`src/rtl/pc_fetch_unit.sv`:
```
// pc_fetch_unit: owns the program counter and instruction register.
// Fetches the instruction at pc through a ready handshake, issues it to
// decode for one cycle, waits for execute to finish, then reloads pc from
// the branch-logic next-PC result. A HALT opcode parks the unit until reset.
module pc_fetch_unit #(
  parameter int unsigned          PC_W     = 9,
  parameter int unsigned          INSTR_W  = 16,
  parameter logic [PC_W-1:0]      RESET_PC = '0,
  parameter int unsigned          CNT_W    = 16
) (
  input  logic               clk,
  input  logic               reset_n,
  input  logic               start,
  input  logic [INSTR_W-1:0] mem_rdata,
  input  logic               mem_ready,
  output logic               mem_rd,
  output logic [PC_W-1:0]    mem_addr,
  input  logic [PC_W-1:0]    br_logic,
  input  logic               ex_done,
  output logic [PC_W-1:0]    pc,
  output logic [INSTR_W-1:0] ir,
  output logic               ir_valid,
  output logic               halted,
  output logic [CNT_W-1:0]   retire_cnt
);

  localparam logic [2:0] S_IDLE  = 3'd0;
  localparam logic [2:0] S_FETCH = 3'd1;
  localparam logic [2:0] S_ISSUE = 3'd2;
  localparam logic [2:0] S_EXEC  = 3'd3;
  localparam logic [2:0] S_HALT  = 3'd4;

  // Top three opcode bits all set marks a HALT instruction.
  localparam logic [2:0] OP_HALT = 3'b111;

  logic [2:0] state;
  logic [2:0] state_nxt;

  logic       fetch_hit;
  logic       exec_done;
  logic       is_halt_op;

  assign fetch_hit  = (state == S_FETCH) && mem_ready;
  assign exec_done  = (state == S_EXEC) && ex_done;
  assign is_halt_op = (ir[INSTR_W-1 -: 3] == OP_HALT);

  // Next-state selection; inputs not relevant to the current state are ignored.
  always_comb begin
    state_nxt = state;
    unique case (state)
      S_IDLE:  if (start)     state_nxt = S_FETCH;
      S_FETCH: if (mem_ready) state_nxt = S_ISSUE;
      S_ISSUE: state_nxt = is_halt_op ? S_HALT : S_EXEC;
      S_EXEC:  if (ex_done)   state_nxt = S_FETCH;
      S_HALT:  state_nxt = S_HALT;
      default: state_nxt = S_IDLE;
    endcase
  end

  // State register; reset returns to IDLE without waiting for a clock.
  always_ff @(posedge clk or negedge reset_n) begin
    if (!reset_n) state <= S_IDLE;
    else          state <= state_nxt;
  end

  // Program counter: loaded from branch logic only when execute completes.
  always_ff @(posedge clk or negedge reset_n) begin
    if (!reset_n)       pc <= RESET_PC;
    else if (exec_done) pc <= br_logic;
  end

  // Instruction register: captured only on the FETCH->ISSUE edge so it stays
  // stable through ISSUE, EXEC and HALT.
  always_ff @(posedge clk or negedge reset_n) begin
    if (!reset_n)       ir <= '0;
    else if (fetch_hit) ir <= mem_rdata;
  end

  // Retired-instruction counter, saturating at all-ones; HALT never retires.
  always_ff @(posedge clk or negedge reset_n) begin
    if (!reset_n)
      retire_cnt <= '0;
    else if (exec_done && (retire_cnt != '1))
      retire_cnt <= retire_cnt + CNT_W'(1);
  end

  // Outputs decode straight from state, so an asynchronous reset drops an
  // outstanding read request immediately.
  always_comb begin
    mem_rd   = (state == S_FETCH);
    ir_valid = (state == S_ISSUE);
    halted   = (state == S_HALT);
    mem_addr = pc;
  end

endmodule

```
`config.mk`:
```
export PLATFORM = sky130hd
export DESIGN_NAME = pc_fetch_unit
export DESIGN_NICKNAME = d
export VERILOG_FILES = /design/src/rtl/pc_fetch_unit.sv
export SDC_FILE = /design/constraint.sdc
export NUM_CORES = 1
export LEC_CHECK = 0
export BUFFER_PORTS_ARGS = -buffer_cell sky130_fd_sc_hd__buf_2
export CAP_MARGIN = 5
export CORE_ASPECT_RATIO = 1.4
export CORE_MARGIN = 2
export CORE_UTILIZATION = 30
export DETAILED_ROUTE_END_ITERATION = 7
export GPL_TIMING_DRIVEN = 0
export PLACE_DENSITY_LB_ADDON = 0.15
export SLEW_MARGIN = 25
export SYNTH_ARGS = -nofsm -noshare
export SYNTH_HDL_FRONTEND = slang
export SYNTH_SLANG_ARGS = --single-unit
```
`constraint.sdc`:
```
create_clock -name clk -period 1.7 [get_ports clk]
set_input_delay 0.085 -clock clk [delete_from_list [all_inputs] [get_ports clk]]
set_output_delay 0.085 -clock clk [all_outputs]
set_load 0.005 [all_outputs]
```
==> metrics.yaml <==
cts:
  path_clk_slew_ns: 0.08
  cts_root_buf: "clkbuf_8"
  htree_num_levels: 2
  cts_tree: "yes"
  clock_latency_ns: 0.29
  maximum_buffer_depth_of_the_clock_tree: 2
  numClockSinks: 44
  cts_buffers: 5
synth:
  synthesis.yosys.warnings: 0
  synth_adder_area_share_pct: 0.622
  synth-seq-cells: 44
  sequential_fraction_of_the_synthesis_area_pct: 54.8
  post_synth_xor_area_fraction_pct: 6.10
  synthCells: 174
  synth_compound_gate_area_share_pct: 1.68
  post_synth_instance_area_um2: 2010
  post_synth_mux_area_share_pct: 9.71
  combinational_family_with_the_most_area_after_synthesis: "simple AND/OR/NAND/NOR gates"
  synthesis.area_per_instance_um2: 11.6
  post_synth_simple_gate_area_pct: 21.3
  post_synth_num_cell_types: 33
  synth_nets: 205
critical_path:
  worst_setup_path_startpoint: "retire_cnt[7]"
  worst_path_largest_cell_delay_ns: 0.44
  worst_path_max_delay_cell: "dfrtp_1"
  critical_path_arrival_ns: 1.80
  crit_required_ns: 1.88
  crit_path_cell_trace: "and4_1, and4b_1, buf_4, nor2_4, mux2_4"
  endpoint_kind: "register"
  crit_buf_inv: 1
  critPathTopFamily: "simple AND/OR/NAND/NOR gates"
  critPathMaxFanout: 8
  setup.worst_path.class: "reg -> reg"
  worstReg2RegStart: "retire_cnt[7]"
  startpoint_type: "register"
global_route:
  sum_of_overflow_across_all_layers_after_global_routing: 0
  grt_start_max_net_pins: 45
  first_pass_grt_wire_length_mm: 7.37
  vias_in_the_first_global_route: 1625
  globalRouteTotalUtil_pct: 12.8
  grt_antenna_before_repair: 0
pwr:
  sequentialPowerShare_pct: 43.0
  power.ir.vdd_worst_uv: 775
  p_leak_nw: 1.48
  power-per-cell-area_nw_per_um2: 1370
  power.switching_mw: 1.25
  comb_power_share_pct: 41.0
  cell_internal_pwr_mw: 2.61
  clockPowerShare_pct: 16.1
  swShare_pct: 32.4
outcome:
  status: "complete, no violations"
finish:
  most-common-layout-cells: "buf_2 (81), dfrtp_1 (44), nand2_1 (33)"
  layout_cells_sized_above_1_pct: 40.5
  final_cell_count_no_fill: 358
  layout.nets: 315
  final_core_util_pct: 43.2
  most_common_cell_after_layout_fill_and_taps_aside: "buf_2"
  insertedDiodeCount: 0
  synthToLayoutAreaGrowth_pct: 40.1
placement:
  port_buffer_count: 82
  globalplace.congestion: 0.723
  place_hpwl_mm: 3.13
  post-place-cells: 330
drt:
  dr_wl_met3_um: 244
  top_signal_layer_used: "met4"
  via_count: 1655
  met2WireLength_mm: 2.32
  detail_route.wl_per_cell_um: 12.7
  postRouteAntennaNets: 0
  post_drt_via_cell_ratio: 4.62
  detailedRoute.firstPassIterationCount: 4
  detailed_router_s_first_iteration_violation_count: 68
  finalWirelength_mm: 4.56
  route.detailed.drc: 0
  wl_met1_mm: 1.93
die:
  initial_util_pct: 30.8
  die_area_um2: 7380
  coreArea_um2: 6530
  core.rowCount: 35
  num_io_pins: 83
  die_height_um: 101
  die_x_um: 73.2
sta:
  fmaxAchievable_mhz: 619
  final.period_utilization_pct: 95.1
  rsz0062_at_grt: "no"
  slew_headroom_pct: 61.9
  finalHoldViolCount: 0
  worst_slew_pin_slew_ns: 0.572
  timing_max_transition_violations_final: 0
  finalSetupViolCount: 0
  finalClockSkew_ns: 0.00958
  finalCriticalPeriod_ns: 1.62
min_path:
  hold_class: "in -> reg"
  hold_path.startpoint: "mem_rdata[4]"
run:
  drv.max_cap_violation_count: 0
## stage by stage
stage | TNS, ns | hold WS [ns] | total power, mW | cell area (µm²) | worst slack (ns)
after floorplan | 0 | -0.211 | 2.50 | 2010 | 0.0491
after global placement | -0.0821 | 0.279 | 3.15 | 2510 | -0.0821
after detailed placement | -0.0719 | 0.130 | 3.17 | 2520 | -0.0719
after CTS | 0 | 0.00382 | 3.88 | 2780 | 0.0204
after global routing | 0 | 0.00413 | 4.18 | 2820 | 0.0136
final | 0 | 0.0115 | 3.86 | 2820 | 0.0838
## Yosys cell counts
library cell / instances / area, µm²
a21oi_1: 4 / 20.0
a31oi_1: 1 / 6.26
and2_1: 1 / 6.26
and3_1: 1 / 6.26
and4_1: 4 / 35.0
and4_4: 1 / 11.3
and4b_1: 2 / 20.0
buf_1: 1 / 3.75
buf_2: 1 / 5.00
buf_4: 12 / 90.1
buf_6: 1 / 11.3
clkbuf_1: 2 / 7.51
dfrtp_1: 44 / 1100
ha_1: 1 / 12.5
mux2_1: 16 / 180
mux2_4: 1 / 15.0
nand2_1: 33 / 124
nand2b_1: 3 / 18.8
nand3_1: 5 / 25.0
nand3b_1: 1 / 7.51
nand4_1: 6 / 37.5
nand4b_1: 1 / 8.76
nand4b_4: 1 / 23.8
nor2_1: 4 / 15.0
nor2_2: 1 / 6.26
nor3_1: 7 / 35.0
nor3b_1: 1 / 7.51
nor3b_2: 1 / 12.5
nor4_4: 1 / 21.3
o21bai_1: 1 / 7.51
or2_1: 1 / 6.26
xnor2_1: 4 / 35.0
xor2_1: 10 / 87.6
## power by group through the flow
stage          sequential (mW)  clock [mW]  combinational [mW]
3_3_place_gp              1.69           0                1.46
4_1_cts                   1.66       0.653                1.57
5_1_grt                   1.72       0.693                1.77
2_1_floorplan             1.70           0               0.799
6_report                  1.66       0.620                1.58
3_5_place_dp              1.70           0                1.47
## cells by family after synthesis
logic type,count (synthesis)
buffers and inverters,17
adder cells (fa/ha/maj),1
AO/OA/AOI/OAI,6
XOR/XNOR,14
multiplexers,17
flip-flops,44
AND/OR/NAND/NOR,75
## state kept, by name (all words and copies together) (netlist names)
name and flops:
retire_cnt 16, ir 16, state 3, mem_addr 9
## final cells by class
class | instances | area, µm²
Clock inverter | 1 | 5.00
Fill cell | 623 | 3710
Multi-Input combinational cell | 113 | 805
Timing Repair Buffer | 104 | 621
Clock buffer | 6 | 72.6
Sequential cell | 44 | 1100
Tap cell | 74 | 92.6
Buffer | 16 | 120
## worst reg2reg max path: stages (launching register included)
cell and delay (ns):
dfrtp_1 0.44, and4_1 0.27, and4b_1 0.20, buf_4 0.17, nor2_4 0.12, mux2_4 0.30
## path summary, 6_finish.rpt
kind / to / slack [ns] / cells past startpoint
worst min register to register: ir[8] / 0.49 / 1
worst max-delay path: retire_cnt[1] / 0.08 / 5
max in group asynchronous: ir[8] / 0.97 / 2
worst min-delay path: ir[4] / 0.01 / 2
min in group asynchronous: mem_addr[6] / 0.32 / 2
worst max register to register: retire_cnt[1] / 0.08 / 5
## timing repair
item / in CTS / in global routing
setup endpoints to repair: 1 / 16
setup buffers: 2 / 3
gates resized for setup: 1 / 5
hold buffers: 17 / 0
hold endpoints to repair: 60 / 0
## per-layer routing
layer,global-route usage (%),up-vias
met1,14.4,787
met4,4.99,0
met2,22.8,56
li1,-,806
met5,0,-
met3,3.30,6
Power figures use the tool's default switching activity.
